===== src/rtl/intc_irq_responder.sv =====
// IRQ/IACK responder: takes an interrupt at a safe boundary, saves the return PC and redirects fetch.
// Optional `irq` release watchdog is built when INTC_RESP_TIMEOUT_EN is defined.
module intc_irq_responder #(
    parameter int ADDR_WIDTH     = 32,
    parameter int TIMEOUT_CYCLES = 16
) (
    input  logic                  clk,
    input  logic                  rst,
    input  logic                  irq,
    input  logic [ADDR_WIDTH-1:0] isr_addr,
    input  logic                  int_en,
    input  logic                  boundary,
    input  logic [ADDR_WIDTH-1:0] cur_pc,
    input  logic                  iret,
    output logic                  iack,
    output logic                  redirect_valid,
    output logic [ADDR_WIDTH-1:0] redirect_pc,
    output logic [ADDR_WIDTH-1:0] epc,
    output logic                  in_service,
    output logic                  timeout_err,
    output logic [1:0]            fsm_state
);

    typedef enum logic [1:0] {
        IDLE      = 2'd0,
        ACK       = 2'd1,
        WAIT_DROP = 2'd2,
        SERVICE   = 2'd3
    } state_t;

    localparam logic [7:0] TIMEOUT_LIMIT = 8'(TIMEOUT_CYCLES);

    state_t state;
    state_t state_next;
    logic   take;
    logic   timeout_hit;

    assign take      = irq & int_en & boundary;
    assign fsm_state = state;

`ifdef INTC_RESP_TIMEOUT_EN
    logic [7:0] wait_cnt;

    // Counts WAIT_DROP cycles with irq still high; the hit cycle is the one that would reach the limit.
    assign timeout_hit = (state == WAIT_DROP) && irq && ((wait_cnt + 8'd1) == TIMEOUT_LIMIT);

    always_ff @(posedge clk) begin
        if (rst) begin
            wait_cnt    <= 8'd0;
            timeout_err <= 1'b0;
        end else begin
            if (state == ACK) begin
                wait_cnt <= 8'd0;
            end else if (state == WAIT_DROP && irq) begin
                wait_cnt <= wait_cnt + 8'd1;
            end
            if (timeout_hit) begin
                timeout_err <= 1'b1;
            end
        end
    end
`else
    logic [7:0] unused_timeout_limit;

    assign unused_timeout_limit = TIMEOUT_LIMIT;
    assign timeout_hit          = 1'b0;
    assign timeout_err          = 1'b0;
`endif

    always_comb begin
        state_next = state;
        unique case (state)
            IDLE: begin
                if (take) begin
                    state_next = ACK;
                end
            end
            ACK: begin
                state_next = WAIT_DROP;
            end
            WAIT_DROP: begin
                if (!irq || timeout_hit) begin
                    state_next = SERVICE;
                end
            end
            SERVICE: begin
                if (iret) begin
                    state_next = IDLE;
                end
            end
            default: begin
                state_next = IDLE;
            end
        endcase
    end

    // Outputs are registered from the next state so they line up with the state they describe.
    always_ff @(posedge clk) begin
        if (rst) begin
            state          <= IDLE;
            iack           <= 1'b0;
            redirect_valid <= 1'b0;
            in_service     <= 1'b0;
            redirect_pc    <= '0;
            epc            <= '0;
        end else begin
            state          <= state_next;
            iack           <= (state_next == ACK);
            redirect_valid <= (state_next == ACK);
            in_service     <= (state_next != IDLE);
            if (state == IDLE && take) begin
                redirect_pc <= isr_addr;
                epc         <= cur_pc;
            end
        end
    end

endmodule

===== config.mk =====
export PLATFORM = sky130hd
export DESIGN_NAME = intc_irq_responder
export DESIGN_NICKNAME = d
export VERILOG_FILES = /design/src/rtl/intc_irq_responder.sv
export SDC_FILE = /design/constraint.sdc
export NUM_CORES = 1
export LEC_CHECK = 0
export CAP_MARGIN = 20
export CORE_MARGIN = 2
export CORE_UTILIZATION = 45
export DETAILED_ROUTE_END_ITERATION = 6
export MAX_ROUTING_LAYER = met4
export PLACE_DENSITY_LB_ADDON = 0.1
export SLEW_MARGIN = 30
export SYNTH_ARGS = -nofsm -noshare
export SYNTH_HDL_FRONTEND = slang
export SYNTH_SLANG_ARGS = --single-unit

===== constraint.sdc =====
create_clock -name clk -period 2 [get_ports clk]
set_clock_uncertainty 0.1 [all_clocks]
set_input_delay 0.2 -clock clk [delete_from_list [all_inputs] [get_ports clk]]
set_output_delay 0.2 -clock clk [all_outputs]
set_load 0.02 [all_outputs]

### Yosys cells after proc, flatten, opt, wreduce, memory -nomap -nowiden

Index checks and enable logic that the tools add are counted.

| cells by class | value |
|---|---|
| mux-type cells | 4 |
| eq/ne operators | 4 |
| reduce and logical (&&, ||, !) cells | 3 |
| bitwise gates (word level) | 2 |

Operators by type and width:

| operator | number |
|---|---|
| $pmux 2 s4 | 1 |
| $mux 2 | 3 |
| $eq 2x1->1 const B | 2 |
| $eq 2x2->1 const B | 2 |
| $and 1x1->1 | 2 |
| $logic_not 2->1 | 1 |
| $reduce_bool 2->1 | 1 |
| $logic_and 1x1->1 | 1 |

| storage, ports and cells | value |
|---|---|
| register bits | 68 |
| word-level logic and storage cells | 18 |
| input bits | 70 |
| output and inout bits | 70 |

### Longest topological paths before layout

Gate-level depths: netlist (run 1).

| logic depth | value |
|---|---|
| depth after elaboration | 5 |
| depth in mapped cells | 5 |

### Least setup slack after synthesis (run 1)

No wires, ideal clock.

| timing path | value |
|---|---|
| path type | reg-to-reg |
| start | reg state[0], in the netlist fsm_state[0] |
| end | reg epc[0] |
| slack | 594 ps |
| cell stages (with the launch flop) | 6 |
| setup time | 72 ps |
| buffers on the path | 2 |
| data arrival time | 1235 ps |
| path through | dfxtp_1 > nand2b_4 > nor3_2 > buf_6 > buf_12 > mux2i_1 |

| between the ends | value |
|---|---|
| cells in the longest elaborated chain, start to end | 2 |

Ends and longest elaborated chain:

| element | RTL line | RTL |
|---|---|---|
| start, declared | 33 | `state_t state;` |
| start signal, assigned | 107 | `state <= state_next;` |
| $logic_not 2->1 | 111 | `if (state == IDLE && take) begin` |
| $logic_and 1x1->1 | 111 |  |
| end signal, assigned | 113 | `epc <= cur_pc;` |
| end, declared | 18 | `output logic [ADDR_WIDTH-1:0] epc,` |

No other way between the ends.
A chain may end at the register's enable or synchronous reset.

### Final worst setup path (run 1)

| timing path | value |
|---|---|
| start | reg state[1], in the netlist fsm_state[1] |
| end | out fsm_state[1] |

RTL lines:

| element | RTL line | RTL |
|---|---|---|
| end, declared | 21 | `output logic [1:0] fsm_state` |

No word-level cell between the ends.

==> flow_metrics.env, run 1 <==
export IMPL_coreArea_um2=6719
export IMPL_cp_top_family="buffers and inverters"
export IMPL_multi_input_comb_area_um2=1523
export IMPL_ir_drop_mv=0.3624
export IMPL_max_cap_violations=0
export IMPL_setup_violations=0
export IMPL_die_w_um=86.71
export IMPL_grt_pass1_vias=2434
export IMPL_fmax_mhz=582.3
export IMPL_drive_above_1_share=0.04884
export IMPL_grt_pass1_wl_um=10630
export IMPL_cts_root_buf="clkbuf_8"
export IMPL_period_share=0.8587
export IMPL_syn_avg_cell_area_um2=10.40
export IMPL_p_leak_nw=1.618
export IMPL_wl_met1_um=2838
export IMPL_crit_path_cell_trace="clkdlybuf4s50_1"
export IMPL_syn_nets=366
export IMPL_cts_setup_buffers=0
export IMPL_worstHoldEndpoint="epc[21]"
export IMPL_post_cts_resized=0
export IMPL_r2r_start="fsm_state[0]"
export IMPL_rsz0062_at_grt="false"
export IMPL_wl_met3_um=482
export IMPL_clock_sinks=68
export IMPL_drcViolationCount=0
export IMPL_syn_inst=296
export IMPL_vias=2414
export IMPL_drtIter0Drc=54
export IMPL_ys_types=17
export IMPL_ff2ff_setup_slack_ps=520
export IMPL_top_layer="met4"
export IMPL_yosys_warnings=0
export IMPL_hold_class="input port to flop"
export IMPL_nFillCells=540
export IMPL_grt_ovfl_total=0
export IMPL_hp_start="rst"
export IMPL_outcome="finished clean"
export IMPL_path_class="flop to output port"
export IMPL_hold_depth=3
export IMPL_htreeDepth=3
export IMPL_cts_path_max_buffers=2
export IMPL_antenna_found_initial=0
export IMPL_synthToLayoutAreaGrowth_pct=49.59
export IMPL_reg2regPathDepth=4
export IMPL_synth_edff_count=0
export IMPL_num_io_pins=140
export IMPL_rows=30
export IMPL_ctsHoldBuffers=0
export IMPL_regArea_um2=1361
export IMPL_end_kind="output port"
export IMPL_postRouteAntennaNets=0
export IMPL_die_area_um2=7518
export IMPL_insertion_delay_ps=320
export IMPL_final_cells=510
export IMPL_cp_required_ps=1700
export IMPL_final_nets=495
export IMPL_gp_congestion=0.6961
export IMPL_grt_usage=0.1841
export IMPL_p_per_area_nw_per_um2=649.5
export IMPL_clkTransAtPathRegs_ps=80
export IMPL_final_util=0.6853
export IMPL_start_util=0.4581
export IMPL_min_period_ps=1717
export IMPL_slowest_delay_ps=650
export IMPL_die_h_um=86.71
export IMPL_synth_seq_area_share=0.4423
export IMPL_dp_final_hpwl_um=4692
export IMPL_crit_buf_inv=1
export IMPL_first_pass_iters=4
export IMPL_via_per_inst=4.733
export IMPL_placed_cells=494
export IMPL_cp_arrival_ps=1420
export IMPL_synth_area_um2=3078
export IMPL_dr_wl_met2_um=3080
export IMPL_port_buffers=138
export IMPL_synth_seq_cells=68
export IMPL_setup_tns_final_ps=0
export IMPL_final_hold_viol_count=0
export IMPL_crit_slowest_cell="clkdlybuf4s50_1"
export IMPL_path_max_fanout=6
export IMPL_n_antenna_cell=0
export IMPL_numCtsBuffers=9
export IMPL_async_flop_share=0
export IMPL_regToRegEndpoint="redirect_pc[1]"
export IMPL_slew_viol_final=0
export IMPL_synthFlopType="dfxtp_1"
export IMPL_critPathLaunchType="flop"
export IMPL_wire_per_inst_um=12.86
export IMPL_cts_tree="done"
export IMPL_grt_max_degree=113
export IMPL_wl_um=6561
==> worst max-delay path by stage <==
stage	start	end	slack (ps)	depth (start not counted)
final	fsm_state[1]	fsm_state[1]	280	1
after global routing	fsm_state[1]	fsm_state[1]	230	1
after CTS	fsm_state[1]	fsm_state[1]	250	1
after detailed placement	irq	epc[29]	230	5
after global placement	irq	epc[21]	280	5
after floorplan	fsm_state[0]	epc[0]	590	5
==> stage by stage <==
stage	power, mW	worst slack [ps]	hold WS [ps]	instance area, µm²
finish	2.991	282.6	286.7	4604
global route	3.129	228.0	312.6	4604
CTS	3.039	255.0	273.9	4604
detailed placement	1.965	230.6	363.5	4420
global placement	1.957	283.0	356.5	4420
floorplan	1.717	593.6	254.9	3078
==> cell usage after synthesis (2+ instances only) <==
cell type    n  share of area
nor2_1       2         0.0024
mux2i_1     64           0.21
clkbuf_1    13          0.016
buf_4        2         0.0049
dfxtp_1     68           0.44
buf_12       6          0.039
nand3_1      2         0.0033
nand2_1      2         0.0024
a21oi_1      2         0.0033
nand2b_1   128           0.26
==> per-layer routing <==
layer,global-route usage,vias up
met2,0.2993,86
met5,-,-
met3,0.05333,14
met1,0.2079,1115
li1,-,1199
met4,0.08807,0
==> power by group <==
part | total (mW) | internal, mW | switching [mW] | leakage (nW)
registers | 1.43 | 1.40 | 0.0265 | 0.552
logic | 0.500 | 0.302 | 0.198 | 0.972
clock network | 1.06 | 0.570 | 0.490 | 0.0931
==> cells in the final DEF, fill, tap and decap left out, types with 2 or more instances in the layout <==
| cell | Yosys | routed |
|---|---|---|
| nand3_1 | 2 | 2 |
| buf_12 | 6 | 3 |
| clkinv_2 | 0 | 3 |
| nand2_1 | 2 | 2 |
| nand2b_1 | 128 | 128 |
| a21oi_1 | 2 | 2 |
| clkbuf_1 | 13 | 2 |
| mux2i_1 | 64 | 64 |
| nor2_1 | 2 | 2 |
| clkdlybuf4s50_1 | 0 | 137 |
| clkbuf_8 | 0 | 9 |
| dfxtp_1 | 68 | 68 |
==> kinds of logic after synthesis <==
logic type / share of synthesized area
AND/OR/NAND/NOR: 0.2785
flip-flops: 0.4423
multiplexers: 0.2081
buffers and inverters: 0.06504
AO/OA/AOI/OAI: 0.004877
other: 0.001218
==> flip-flops by register name (all words and copies together) (netlist names) <==
| name | flops |
|---|---|
| redirect_valid | 1 |
| in_service | 1 |
| fsm_state | 2 |
| epc | 32 |
| redirect_pc | 32 |
==> area by class of cell <==
class	count	share of cell area
multi-input combinational	205	0.3307
timing repair buffer	141	0.3120
sequential	68	0.2957
clock buffer	11	0.02853
tap	80	0.02174
clock inverter	5	0.01141
(Power assumes the default switching activity.)
==> run 2, diff against run 1 <==
--- a/config.mk
+++ b/config.mk
@@ -9,6 +9,7 @@
 export CORE_MARGIN = 2
 export CORE_UTILIZATION = 45
 export DETAILED_ROUTE_END_ITERATION = 6
+export HOLD_SLACK_MARGIN = 0.02
 export MAX_ROUTING_LAYER = met4
 export PLACE_DENSITY_LB_ADDON = 0.1
 export SLEW_MARGIN = 30
==> results of run 2 <==
Final layout, timing and power as in run 1 (identical DEF).
